## src/rtl/br_dec_pkg.sv

```systemverilog
// Shared types and helpers for the priority grant decoder.
// The build macro BR_DEC_PRIORITY_ORDER_CHECK_EN (used in the top module)
// enables the optional slot-order checking.
package br_dec_pkg;

  // Widest one-hot vector the shared decode helper can produce.
  localparam int unsigned MaxRequesters = 256;

  // Occupancy of the two-entry output buffer.
  typedef enum logic [1:0] {
    BUF_EMPTY = 2'd0,
    BUF_ONE   = 2'd1,
    BUF_TWO   = 2'd2
  } buf_state_e;

  // Bits needed to carry an index into n requesters (n >= 2).
  function automatic int unsigned idx_width(input int unsigned n);
    return (n < 2) ? 1 : $clog2(n);
  endfunction

  // One-hot decode of idx into an n-wide field; all-zero when idx >= n.
  function automatic logic [MaxRequesters-1:0] bin2onehot(input int unsigned idx,
                                                          input int unsigned n);
    logic [MaxRequesters-1:0] oh;
    oh = '0;
    if (idx < n) begin
      oh = MaxRequesters'(1) << idx;
    end
    return oh;
  endfunction

endpackage

```

## src/rtl/br_dec_priority_grant_decoder_if.sv

```systemverilog
// Handshake bundle for the grant decoder: index side in, one-hot side out.
// slave is the decoder's view, master is the view of whoever drives indices
// and consumes grants.
interface br_dec_priority_grant_decoder_if #(
  parameter int unsigned NumRequesters = 4,
  parameter int unsigned NumResults    = 1
);
  localparam int unsigned IndexWidth = br_dec_pkg::idx_width(NumRequesters);

  logic                                         in_valid;
  logic                                         in_ready;
  logic [NumResults*IndexWidth-1:0]             in_idx;
  logic [NumResults-1:0]                        in_idx_valid;
  logic                                         out_valid;
  logic                                         out_ready;
  logic [NumResults-1:0][NumRequesters-1:0]     out;
  logic [NumRequesters-1:0]                     out_union;

  modport slave (
    input  in_valid, in_idx, in_idx_valid, out_ready,
    output in_ready, out_valid, out, out_union
  );

  modport master (
    output in_valid, in_idx, in_idx_valid, out_ready,
    input  in_ready, out_valid, out, out_union
  );

endinterface

```

## src/rtl/br_dec_bin2onehot.sv

```systemverilog
// Combinational binary-to-one-hot decode of a single index, with a flag for
// indices that fall outside the requester range (possible when the requester
// count is not a power of two).
module br_dec_bin2onehot
  import br_dec_pkg::*;
#(
  parameter int unsigned NumRequesters = 4,
  parameter int unsigned IndexWidth    = idx_width(NumRequesters)
) (
  input  logic [IndexWidth-1:0]    idx,
  output logic [NumRequesters-1:0] onehot,
  output logic                     out_of_range
);

  assign onehot       = NumRequesters'(bin2onehot(32'(idx), NumRequesters));
  assign out_of_range = (32'(idx) >= NumRequesters);

endmodule

```

## src/rtl/br_dec_priority_grant_decoder.sv

```systemverilog
// Priority grant decoder: rebuilds per-slot one-hot grant vectors and their
// union from binary indices, buffered through a two-entry FIFO so in_ready
// can be registered without losing throughput. Sticky flags report
// out-of-range and duplicate indices.
// Optional macro BR_DEC_PRIORITY_ORDER_CHECK_EN adds err_order, which flags
// slot patterns that are not a valid-prefix with strictly increasing indices.
module br_dec_priority_grant_decoder
  import br_dec_pkg::*;
#(
  parameter int unsigned NumRequesters = 4,
  parameter int unsigned NumResults    = 1
) (
  input  logic                             clk,
  input  logic                             rst_n,
  br_dec_priority_grant_decoder_if.slave   bus,
  input  logic                             err_clear,
  output logic                             err_range,
  output logic                             err_dup
`ifdef BR_DEC_PRIORITY_ORDER_CHECK_EN
  ,
  output logic                             err_order
`endif
);

  localparam int unsigned IndexWidth = idx_width(NumRequesters);

  typedef logic [NumResults-1:0][NumRequesters-1:0] rows_t;
  typedef logic [NumRequesters-1:0]                 vec_t;

  // ---------------- input-side decode ----------------
  logic [NumResults-1:0][IndexWidth-1:0]    slot_idx;
  logic [NumResults-1:0][NumRequesters-1:0] slot_onehot;
  logic [NumResults-1:0]                    slot_oor;
  rows_t                                    dec_rows;
  logic [NumRequesters-1:0][NumResults-1:0] dec_cols;
  vec_t                                     dec_union;
  logic [NumResults-1:0][NumResults-1:0]    dup_pair;
  logic                                     range_hit;
  logic                                     dup_hit;

  genvar gi, gj;
  generate
    for (gi = 0; gi < NumResults; gi++) begin : g_slot
      assign slot_idx[gi] = bus.in_idx[gi*IndexWidth +: IndexWidth];

      br_dec_bin2onehot #(
        .NumRequesters (NumRequesters),
        .IndexWidth    (IndexWidth)
      ) u_dec (
        .idx          (slot_idx[gi]),
        .onehot       (slot_onehot[gi]),
        .out_of_range (slot_oor[gi])
      );

      // Invalid slots decode to an all-zero row; out-of-range already does.
      assign dec_rows[gi] = bus.in_idx_valid[gi] ? slot_onehot[gi] : '0;

      // Pairwise duplicate detection over the upper triangle only.
      for (gj = 0; gj < NumResults; gj++) begin : g_pair
        if (gj > gi) begin : g_cmp
          assign dup_pair[gi][gj] = bus.in_idx_valid[gi] & bus.in_idx_valid[gj] &
                                    (slot_idx[gi] == slot_idx[gj]);
        end else begin : g_zero
          assign dup_pair[gi][gj] = 1'b0;
        end
      end
    end

    // Union is built column-wise so each requester bit is an OR over slots.
    for (gi = 0; gi < NumRequesters; gi++) begin : g_col
      for (gj = 0; gj < NumResults; gj++) begin : g_row
        assign dec_cols[gi][gj] = dec_rows[gj][gi];
      end
      assign dec_union[gi] = |dec_cols[gi];
    end
  endgenerate

  assign range_hit = |(bus.in_idx_valid & slot_oor);
  assign dup_hit   = |dup_pair;

`ifdef BR_DEC_PRIORITY_ORDER_CHECK_EN
  // A hole in the valid pattern or a non-increasing neighbour is an order fault;
  // with a clean prefix, checking adjacent slots is enough for strict order.
  logic [NumResults-1:0] order_bad_vec;
  logic                  order_bad;
  assign order_bad_vec[0] = 1'b0;
  generate
    for (gi = 1; gi < NumResults; gi++) begin : g_order
      assign order_bad_vec[gi] =
          (bus.in_idx_valid[gi] & ~bus.in_idx_valid[gi-1]) |
          (bus.in_idx_valid[gi] & bus.in_idx_valid[gi-1] &
           (slot_idx[gi] <= slot_idx[gi-1]));
    end
  endgenerate
  assign order_bad = |order_bad_vec;
`endif

  // ---------------- two-entry buffer ----------------
  buf_state_e state_q, state_d;
  logic       in_ready_q, in_ready_d;
  rows_t      head_rows_q, head_rows_d, tail_rows_q, tail_rows_d;
  vec_t       head_union_q, head_union_d, tail_union_q, tail_union_d;
  logic       in_acc, out_acc;

  assign in_acc  = bus.in_valid & in_ready_q;
  assign out_acc = (state_q != BUF_EMPTY) & bus.out_ready;

  // Next occupancy and entry movement; head always holds the oldest entry.
  always_comb begin
    state_d      = state_q;
    head_rows_d  = head_rows_q;
    head_union_d = head_union_q;
    tail_rows_d  = tail_rows_q;
    tail_union_d = tail_union_q;
    case (state_q)
      BUF_EMPTY: begin
        if (in_acc) begin
          state_d      = BUF_ONE;
          head_rows_d  = dec_rows;
          head_union_d = dec_union;
        end
      end
      BUF_ONE: begin
        if (in_acc && out_acc) begin
          head_rows_d  = dec_rows;
          head_union_d = dec_union;
        end else if (in_acc) begin
          state_d      = BUF_TWO;
          tail_rows_d  = dec_rows;
          tail_union_d = dec_union;
        end else if (out_acc) begin
          state_d = BUF_EMPTY;
        end
      end
      BUF_TWO: begin
        if (out_acc) begin
          state_d      = BUF_ONE;
          head_rows_d  = tail_rows_q;
          head_union_d = tail_union_q;
        end
      end
      default: state_d = BUF_EMPTY;
    endcase
    in_ready_d = (state_d != BUF_TWO);
  end

  // Buffer state and storage registers.
  always_ff @(posedge clk or negedge rst_n) begin
    if (!rst_n) begin
      state_q      <= BUF_EMPTY;
      in_ready_q   <= 1'b0;
      head_rows_q  <= '0;
      head_union_q <= '0;
      tail_rows_q  <= '0;
      tail_union_q <= '0;
    end else begin
      state_q      <= state_d;
      in_ready_q   <= in_ready_d;
      head_rows_q  <= head_rows_d;
      head_union_q <= head_union_d;
      tail_rows_q  <= tail_rows_d;
      tail_union_q <= tail_union_d;
    end
  end

  assign bus.in_ready  = in_ready_q;
  assign bus.out_valid = (state_q != BUF_EMPTY);
  assign bus.out       = head_rows_q;
  assign bus.out_union = head_union_q;

  // ---------------- sticky error flags ----------------
  logic err_range_q, err_dup_q;

  // Flags set on an accepted faulty transfer; a same-cycle set beats clear.
  always_ff @(posedge clk or negedge rst_n) begin
    if (!rst_n) begin
      err_range_q <= 1'b0;
      err_dup_q   <= 1'b0;
    end else begin
      err_range_q <= (in_acc & range_hit) | (err_range_q & ~err_clear);
      err_dup_q   <= (in_acc & dup_hit)   | (err_dup_q & ~err_clear);
    end
  end

  assign err_range = err_range_q;
  assign err_dup   = err_dup_q;

`ifdef BR_DEC_PRIORITY_ORDER_CHECK_EN
  logic err_order_q;

  // Order flag follows the same set-beats-clear rule as the other flags.
  always_ff @(posedge clk or negedge rst_n) begin
    if (!rst_n) begin
      err_order_q <= 1'b0;
    end else begin
      err_order_q <= (in_acc & order_bad) | (err_order_q & ~err_clear);
    end
  end

  assign err_order = err_order_q;

  a_order_flag: assert property (@(posedge clk) disable iff (!rst_n)
                                 (in_acc && order_bad) |=> err_order_q);
`endif

  a_in_valid_known: assert property (@(posedge clk) disable iff (!rst_n)
                                     !$isunknown(bus.in_valid));

endmodule
```

## src/flat_wrapper.sv

```systemverilog
// flat-port wrapper written by rule: the top's interface ports become plain ports
module br_dec_priority_grant_decoder_flat import br_dec_pkg::*;
#(
  parameter int unsigned NumRequesters = 4,
  parameter int unsigned NumResults    = 1
)
  (clk, rst_n, err_clear, err_range, err_dup, bus_in_valid, bus_in_idx, bus_in_idx_valid, bus_out_ready, bus_in_ready, bus_out_valid, bus_out, bus_out_union);
  br_dec_priority_grant_decoder_if #(.NumRequesters(NumRequesters), .NumResults(NumResults)) bus_i ();
  input  logic clk;
  input  logic rst_n;
  input  logic err_clear;
  output logic err_range;
  output logic err_dup;
  input wire logic [$bits(bus_i.in_valid)-1:0] bus_in_valid;
  input wire logic [$bits(bus_i.in_idx)-1:0] bus_in_idx;
  input wire logic [$bits(bus_i.in_idx_valid)-1:0] bus_in_idx_valid;
  input wire logic [$bits(bus_i.out_ready)-1:0] bus_out_ready;
  output wire logic [$bits(bus_i.in_ready)-1:0] bus_in_ready;
  output wire logic [$bits(bus_i.out_valid)-1:0] bus_out_valid;
  output wire logic [$bits(bus_i.out)-1:0] bus_out;
  output wire logic [$bits(bus_i.out_union)-1:0] bus_out_union;
  assign bus_i.in_valid = bus_in_valid;
  assign bus_i.in_idx = bus_in_idx;
  assign bus_i.in_idx_valid = bus_in_idx_valid;
  assign bus_i.out_ready = bus_out_ready;
  assign bus_in_ready = bus_i.in_ready;
  assign bus_out_valid = bus_i.out_valid;
  assign bus_out = bus_i.out;
  assign bus_out_union = bus_i.out_union;
  br_dec_priority_grant_decoder #(.NumRequesters(NumRequesters), .NumResults(NumResults)) u_core (.clk(clk), .rst_n(rst_n), .bus(bus_i), .err_clear(err_clear), .err_range(err_range), .err_dup(err_dup));
endmodule
```

## config.mk

```make
export PLATFORM = sky130hd
export DESIGN_NAME = br_dec_priority_grant_decoder_flat
export DESIGN_NICKNAME = d
export VERILOG_FILES = /design/src/rtl/br_dec_pkg.sv /design/src/rtl/br_dec_priority_grant_decoder_if.sv /design/src/rtl/br_dec_bin2onehot.sv /design/src/rtl/br_dec_priority_grant_decoder.sv /design/src/flat_wrapper.sv
export SDC_FILE = /design/constraint.sdc
export NUM_CORES = 1
export LEC_CHECK = 0
export ABC_AREA = 1
export CORE_MARGIN = 2
export CORE_UTILIZATION = 39
export CTS_CLUSTER_SIZE = 12
export DETAILED_ROUTE_END_ITERATION = 8
export PLACE_DENSITY = 0.72
export REMOVE_ABC_BUFFERS = 1
export SLEW_MARGIN = 30
export SYNTH_ARGS = -nofsm -noshare
export SYNTH_HDL_FRONTEND = slang
export SYNTH_SLANG_ARGS = --single-unit
```

## constraint.sdc

```tcl
create_clock -name clk -period 0.89 [get_ports clk]
set_input_delay 0.178 -clock clk [delete_from_list [all_inputs] [get_ports clk]]
set_output_delay 0.178 -clock clk [all_outputs]
set_load 0.01 [all_outputs]
```

# Word level (Yosys, flattened, before mapping)
# Cells that the tools add are included.
# totals
latchBits	0
ff_bits	13
rom_bits	0
memories	0
ram_bits	0
# classes
bitwise_logic	6
addsub	0
n_div	0
mux	11
n_mul	0
order_cmp	0
reduce_logical	6
shifts	1
eq_ne	6
# op_table
cell	count
4-bit 2-to-1 mux	4
4-bit case mux with 3 select lines	1
2-bit 2-to-1 mux	5
2-bit by 1-bit != test with 1-bit output (second input constant)	3
2-bit case mux with 3 select lines	1
1-bit bitwise AND	4
4-bit AND reduction	1
1-bit by 2-bit left shift with 4-bit output (first input constant)	1
3-bit AND reduction	1
3-bit nonzero test	1
2-bit by 1-bit == test with 1-bit output (second input constant)	1
2-bit == test (second input constant)	1
2-bit logical NOT	1
2-bit != test (second input constant)	1
1-bit inverter	2
2-bit nonzero test	1
1-bit logical AND	1

# Depth between registers and ports, before layout
# Gate-level depths: netlist of the first run.
# depth
word_depth	7
mapped_depth	6
mapped_depth_nobuf	6

# Cells and area by module
# A second synthesis of the first run with hierarchy kept.
# hier_totals
cells_unflattened	91
area_unflattened_um2	706.9
# modules_own_cells
mod	area_per_inst_um2	instances	cells_each
br_dec_priority_grant_decoder	669.4	1	82
br_dec_bin2onehot	37.5	1	9

# Worst setup path after synthesis of the first run
# OpenSTA, ideal clock, no wires.
# synth_path
kind	flip-flop to flip-flop
start	register u_core.state_q[0]
end	register u_core.head_rows_q, in the netlist u_core.bus.out[1]
t_required_ps	773
stages_incl_launch_ff	7
setup_slack_ps	-89
arrival_time_ps	863
setup_time_ps	117
period_less_slack_ps	979
n_path_buf	0
cell_sequence	dfrtp_1 -> nor2_2 -> nor2_4 -> inv_2 -> nand2_2 -> nand2_1 -> nand2_1
# synth_via
elab_chain_len	5
word_cells_on_any_way	12
# synth_rtl
element	line	rtl
start: declaration	br_dec_priority_grant_decoder.sv:99	buf_state_e state_q, state_d;
start signal: assignment	br_dec_priority_grant_decoder.sv:157	state_q <= state_d;
2-bit nonzero test	br_dec_priority_grant_decoder.sv:106	assign out_acc = (state_q != BUF_EMPTY) & bus.out_ready;
1-bit bitwise AND	br_dec_priority_grant_decoder.sv:106	
1-bit logical AND	br_dec_priority_grant_decoder.sv:124	if (in_acc && out_acc) begin
2-bit by 1-bit != test with 1-bit output (no source line)	--	
4-bit AND reduction (no source line)	--	
end signal: assignment	br_dec_priority_grant_decoder.sv:159	head_rows_q <= head_rows_d;
end: declaration	br_dec_priority_grant_decoder.sv:101	rows_t head_rows_q, head_rows_d, tail_rows_q, tail_rows_d;
# Parallel ways exist; a longest one is shown, timed or not.
# A chain may end at the register's enable or synchronous reset.

# Worst setup path after layout of the first run
# layout_path
start	register u_core.state_q[0]
end	output port bus_out_valid
# layout_via
elab_chain_len	1
# layout_rtl
element	line	rtl
2-bit nonzero test	br_dec_priority_grant_decoder.sv:167	assign bus.out_valid = (state_q != BUF_EMPTY);
end: declaration	flat_wrapper.sv:19	output wire logic [$bits(bus_i.out_valid)-1:0] bus_out_valid;
# No other way between the ends.

==> impl_results.md, run 1 <==
- Run status: finished, violations left
- Failing checks: setup timing
- P_sw: 0.00110 W
- FF-to-FF Start: u_core.state_q[1]$_DFF_PN0_
- Die Width: 44.1 um
- Combinational power share: 52.0%
- Layout cells sized above 1: 43.4%
- Antenna Nets Post-Route: 0
- Yosys warning total: 0
- Total Wirelength: 1.59 mm
- DP Area: 896 sq um
- H-Tree Depth: 1
- Main synth FF type: dfrtp_1
- Worst hold-check path type: in -> async
- Reg2Reg Setup Slack: -0.27 ns
- Critical Path Max Stage Delay: 0.41 ns
- Syn Area/Cell: 8.05 sq um
- Initial Util: 41.7%
- Die Y: 44.1 um
- Remaining DRCs: 0
- Yosys cell types: 13
- CTS buffer count: 3
- DP HPWL: 1.07 mm
- Io pins: 20
- GRT overflow: 0
- Critical path class: reg -> out
- Fmax: 0.855 GHz
- CP max FO: 2
- Worst R2R End: u_core.bus.out[1]$_DFFE_PN0P_
- Pint: 0.00162 W
- Worst slew margin: 89.3%
- Final core occ: 63.7%
- Clk_lat worst skew: 0.27 ns
- # port buffers: 19
- Worst Setup Start Kind: register
- CP max stage cell: dfrtp_1
- Power consumption: 0.00273 W
- Final setup viols: 23
- Yosys reg bits: 13
- Netlist Area Pre-Place: 628 sq um
- Clk sinks: 13
- Drt pass-1 iters: 4
- Actual slew at the worst max-slew pin: 0.158 ns
- P per Cell Area: 2840 nW/um^2
- Fin area: 960 sq um
- Clk root buf: clkbuf_4
- Final min period: 1.17 ns
- Sequential area share after synthesis: 51.8%
- Antenna Cells: 0
- Setup TNS: -3.45 ns
- Yosys top cell area share: 51.8%
- RSZ-0062 raised after global routing: yes
- Placer Congestion: 0.793
- Register share of total power: 34.4%
- Crit path buffers/inverters: 2
- Fin crit share: 131%
- Antenna violations before repair: 0
- DR WL/cell: 12.3 um
- CP Capture Type: output pin
- CP delay by family, top: flip-flops
- Routed vias/inst: 4.79
- Final WS setup: -0.280 ns
- First-pass GRT wire length: 2.61 mm
- Pin count of the biggest net entering global routing: 14
- P_leak: 0.512 nW
- Vias: 618
- Most frequent cell after synthesis: nand2_1
- Vias in the first global route: 600
- Worst-path clk slew: 0.08 ns
- Core ar.: 1510 sq um
- Critical path, cell by cell: nor2_2 > inv_1 > buf_2
- All-Layer GR Usage: 19.6%
- Starting DRT DRC Count: 17
- Area contributors post-synth: dfrtp_1, nand2_1, nand3_1, buf_4, inv_1
- Peak VDD IR: 1.38 mV
- Die area: 1950 sq um
- Max cap viols: 0
- Cts hold-fix bufs: 0
- CP required: 0.71 ns
- Post-synth EDFFs: 0
- Nets: 122
- Fin. Hold Viols: 0
- Post-Syn Instances: 78
- CTS tree: built
- Synth area leader: dfrtp_1
- Crit path arrival time: 0.99 ns
- Sw Share: 40.5%
- Rows: 14
- Fin. max-slew vios: 0
- Synthesis-to-layout area growth: 52.8%
- List of most frequent post-synthesis cells: nand2_1, dfrtp_1, inv_1, nand3_1, nor2_1
- Clock skew: 0.00242 ns
- R2r worst-path depth: 7
- FFs w/ async S/R, synth: 100%
- Max clock buf depth: 2
- Clock network power share: 13.6%
## cell families (layout without fill, tap and decap cells)
logic type             Yosys count  count (layout)  share of synthesized area (%)
AND/OR/NAND/NOR                 42              42                           29.1
buffers and inverters           14              49                           10.8
flip-flops                      13              13                           51.8
AO/OA/AOI/OAI                    9               9                           8.37
## layout by cell type, fill, tap and decap left out, drive strengths merged
| cell type | count |
|---|---|
| a21oi | 2 |
| buf | 28 |
| clkbuf | 4 |
| clkdlybuf4s50 | 7 |
| dfrtp | 13 |
| inv | 10 |
| nand2 | 28 |
| nand3 | 6 |
| nor2 | 8 |
| o21ai | 7 |
## registers in the layout (all words and copies together), names as in the netlist
signal / flops
u_core.bus.in_ready: 1
u_core.bus.out: 4
u_core.err_dup: 1
u_core.err_range: 1
u_core.state_q: 2
u_core.tail_rows_q: 4
## per-layer routing
metal	track usage (%)	part of all wire (%)	wire length (um)	up-vias
met2	32.6	53	845	16
met3	5.31	5.0	79	4
li1	-	-	-	306
met4	12.7	2.6	42	0
met5	0	0	0	-
met1	21.8	39	617	292
## cell type report
type | count | area [sq um]
fill | 123 | 547
sequential | 13 | 325
multi-input combinational | 51 | 285
timing repair buffer | 35 | 263
inverter | 10 | 40.0
clock buffer | 4 | 26.3
tap | 16 | 20.0
## repair_timing
action | in CTS | in global routing
pin swaps | 5 | 3
setup buffers | 4 | 3
endpoints found under the hold margin | 0 | 0
setup endpoints to repair | 23 | 23
gates resized for setup | 58 | 4
## through the flow
step / cells / setup slack, ns / hold WS [ns]
global placement: 119 / -0.331 / 0.474
global route: 129 / -0.360 / 0.218
finish: 129 / -0.280 / 0.220
CTS: 126 / -0.278 / 0.221
floorplan: 74 / -0.0910 / -0.118
detailed placement: 119 / -0.389 / 0.484
## power groups by stage
stage / clock network [W] / registers (W) / logic (W)
6_report: 0.000371 / 0.000939 / 0.00142
4_1_cts: 0.000376 / 0.000930 / 0.00135
3_3_place_gp: 0 / 0.000939 / 0.00128
2_1_floorplan: 0 / 0.00104 / 0.000479
5_1_grt: 0.000414 / 0.000962 / 0.00157
3_5_place_dp: 0 / 0.000947 / 0.00132
## worst max path at each step
stage                                 from                                 to  slack, ns  depth (start not counted)
6_report       u_core.state_q[0]$_DFF_PN0_                      bus_out_valid      -0.28                          3
5_1_grt        u_core.state_q[0]$_DFF_PN0_                      bus_out_valid      -0.36                          3
4_1_cts        u_core.state_q[1]$_DFF_PN0_                      bus_out_valid      -0.28                          3
3_5_place_dp              bus_in_idx_valid      u_core.bus.out[1]$_DFFE_PN0P_      -0.39                          5
3_3_place_gp                  bus_in_valid  u_core.tail_rows_q[2]$_DFFE_PN0P_      -0.33                          6
2_1_floorplan  u_core.state_q[0]$_DFF_PN0_      u_core.bus.out[1]$_DFFE_PN0P_      -0.09                          6
No activity file was read; power rests on OpenSTA's default activity.
==> inputs of run 2 (changes only) <==
--- a/config.mk
+++ b/config.mk
@@ -10,9 +10,11 @@
 export CORE_UTILIZATION = 39
 export CTS_CLUSTER_SIZE = 12
 export DETAILED_ROUTE_END_ITERATION = 8
+export MAX_ROUTING_LAYER = met4
 export PLACE_DENSITY = 0.72
 export REMOVE_ABC_BUFFERS = 1
 export SLEW_MARGIN = 30
 export SYNTH_ARGS = -nofsm -noshare
 export SYNTH_HDL_FRONTEND = slang
 export SYNTH_SLANG_ARGS = --single-unit
+export TNS_END_PERCENT = 5
==> constraint.sdc (replaced) <==
create_clock -name clk -period 0.89 [get_ports clk]
set_input_delay 0.267 -clock clk [delete_from_list [all_inputs] [get_ports clk]]
set_output_delay 0.267 -clock clk [all_outputs]
set_load 0.01 [all_outputs]
==> impl_results.md, run 2 (synthesis results as in run 1) <==
- Rows: 14
- FF-to-FF Start: u_core.state_q[0]$_DFF_PN0_
- DP Area: 896 sq um
- P_leak: 0.474 nW
- Peak VDD IR: 1.35 mV
- Die area: 1950 sq um
- Clk sinks: 13
- Antenna violations before repair: 0
- CP required: 0.62 ns
- Worst-path clk slew: 0.08 ns
- Antenna Cells: 0
- Clock skew: 0.00492 ns
- Crit path arrival time: 0.98 ns
- Fin. Hold Viols: 0
- Commonest non-fill, non-tap cell in the layout: nand2_1
- Final WS setup: -0.356 ns
- CTS buffer count: 3
- # port buffers: 19
- P per Cell Area: 2870 nW/um^2
- Cts hold-fix bufs: 0
- Vias: 597
- All-Layer GR Usage: 18.5%
- Final setup viols: 23
- Most frequent cells in the layout: nand2_1, dfrtp_1, buf_2
- R2r worst-path depth: 7
- Placer Congestion: 0.804
- Routed vias/inst: 4.81
- Worst hold-check path type: in -> async
- Final core occ: 59.7%
- Die Width: 44.1 um
- Clk_lat worst skew: 0.27 ns
- Fin. max-slew vios: 0
- RSZ-0062 raised after global routing: yes
- Actual slew at the worst max-slew pin: 0.192 ns
- Fmax: 0.803 GHz
- Worst Setup Start Kind: register
- Initial Util: 41.7%
- DR WL/cell: 11.7 um
- CTS tree: built
- Fin crit share: 140%
- Io pins: 20
- Final min period: 1.25 ns
- Failing checks: setup timing
- Remaining DRCs: 0
- Clk root buf: clkbuf_4
- Die Y: 44.1 um
- CP max FO: 2
- Fin area: 900 sq um
- Total Wirelength: 1.45 mm
- Pin count of the biggest net entering global routing: 14
- Hold WS: 0.308 ns
- Worst R2R End: u_core.bus.out[1]$_DFFE_PN0P_
- Max cap viols: 0
- Core ar.: 1510 sq um
- Synthesis-to-layout area growth: 43.2%
- Run status: finished, violations left
- Critical path class: reg -> out
- Antenna Nets Post-Route: 0
- Number of fill cells in the layout: 129
- First-pass GRT wire length: 2.42 mm
- Vias in the first global route: 568
- Drt pass-1 iters: 3
- DP HPWL: 1.07 mm
- Dpl ws: -0.478 ns
- CP Capture Type: output pin
- Reg2Reg Setup Slack: -0.33 ns
- GRT overflow: 0
- Layout cells sized above 1: 36.1%
- Nets: 117
- Max clock buf depth: 2
- Starting DRT DRC Count: 11
- Worst slew margin: 87.2%
- H-Tree Depth: 1
## run 2: worst max path at each step
stage,endpoint,startpoint,depth (start not counted),slack [ns]
3_3_place_gp,u_core.tail_rows_q[2]$_DFFE_PN0P_,bus_in_valid,6,-0.42
3_5_place_dp,u_core.bus.out[1]$_DFFE_PN0P_,bus_in_idx_valid,5,-0.48
2_1_floorplan,u_core.bus.out[1]$_DFFE_PN0P_,u_core.state_q[0]$_DFF_PN0_,6,-0.09
4_1_cts,bus_out_valid,u_core.state_q[1]$_DFF_PN0_,3,-0.37
5_1_grt,bus_out_valid,u_core.state_q[0]$_DFF_PN0_,3,-0.44
6_report,bus_out_valid,u_core.state_q[0]$_DFF_PN0_,3,-0.36
## run 2: per-layer routing
metal / vias up / global-route usage [%] / wire [um]
met5: - / - / 0
met4: 0 / 12.7 / 42
met3: 4 / 5.31 / 58
met2: 12 / 28.5 / 782
met1: 281 / 20.4 / 569
li1: 300 / - / -
## run 2: metrics by stage
stage	total power, W	instances	TNS [ns]
CTS	0.00253	124	-4.79
global route	0.00278	124	-6.22
finish	0.00258	124	-4.90
detailed placement	0.00226	119	-7.78
global placement	0.00222	119	-7.49
floorplan	0.00152	74	-0.491
## run 2: layout make-up
cell class                      count  area (sq um)  area share, %
Clock buffer                        4          26.3           2.92
Inverter                           10          37.5           4.17
Multi-Input combinational cell     51           263           29.2
Sequential cell                    13           325           36.2
Tap cell                           16          20.0           2.23
Timing Repair Buffer               30           228           25.3
## run 2: what timing repair did
| action | in CTS | in global routing |
|---|---|---|
| pin swaps | 2 | 2 |
| setup buffers | 1 | 0 |
| endpoints found under the setup margin | 23 | 23 |
| resized for setup | 53 | 3 |
## run 2: worst max-delay path: stages (launching register included)
cell and delay [ns]:
dfrtp_1 0.40, nor2_2 0.12, inv_1 0.05, buf_2 0.13
## run 2: report_power, final
group / internal, W / switching, W / total [W] / leakage (nW)
logic: 0.000577 / 0.000700 / 0.00128 / 0.288
clock network: 0.000174 / 0.000192 / 0.000366 / 0.0150
registers: 0.000799 / 0.000137 / 0.000936 / 0.171
total: 0.00155 / 0.00103 / 0.00258 / 0.474
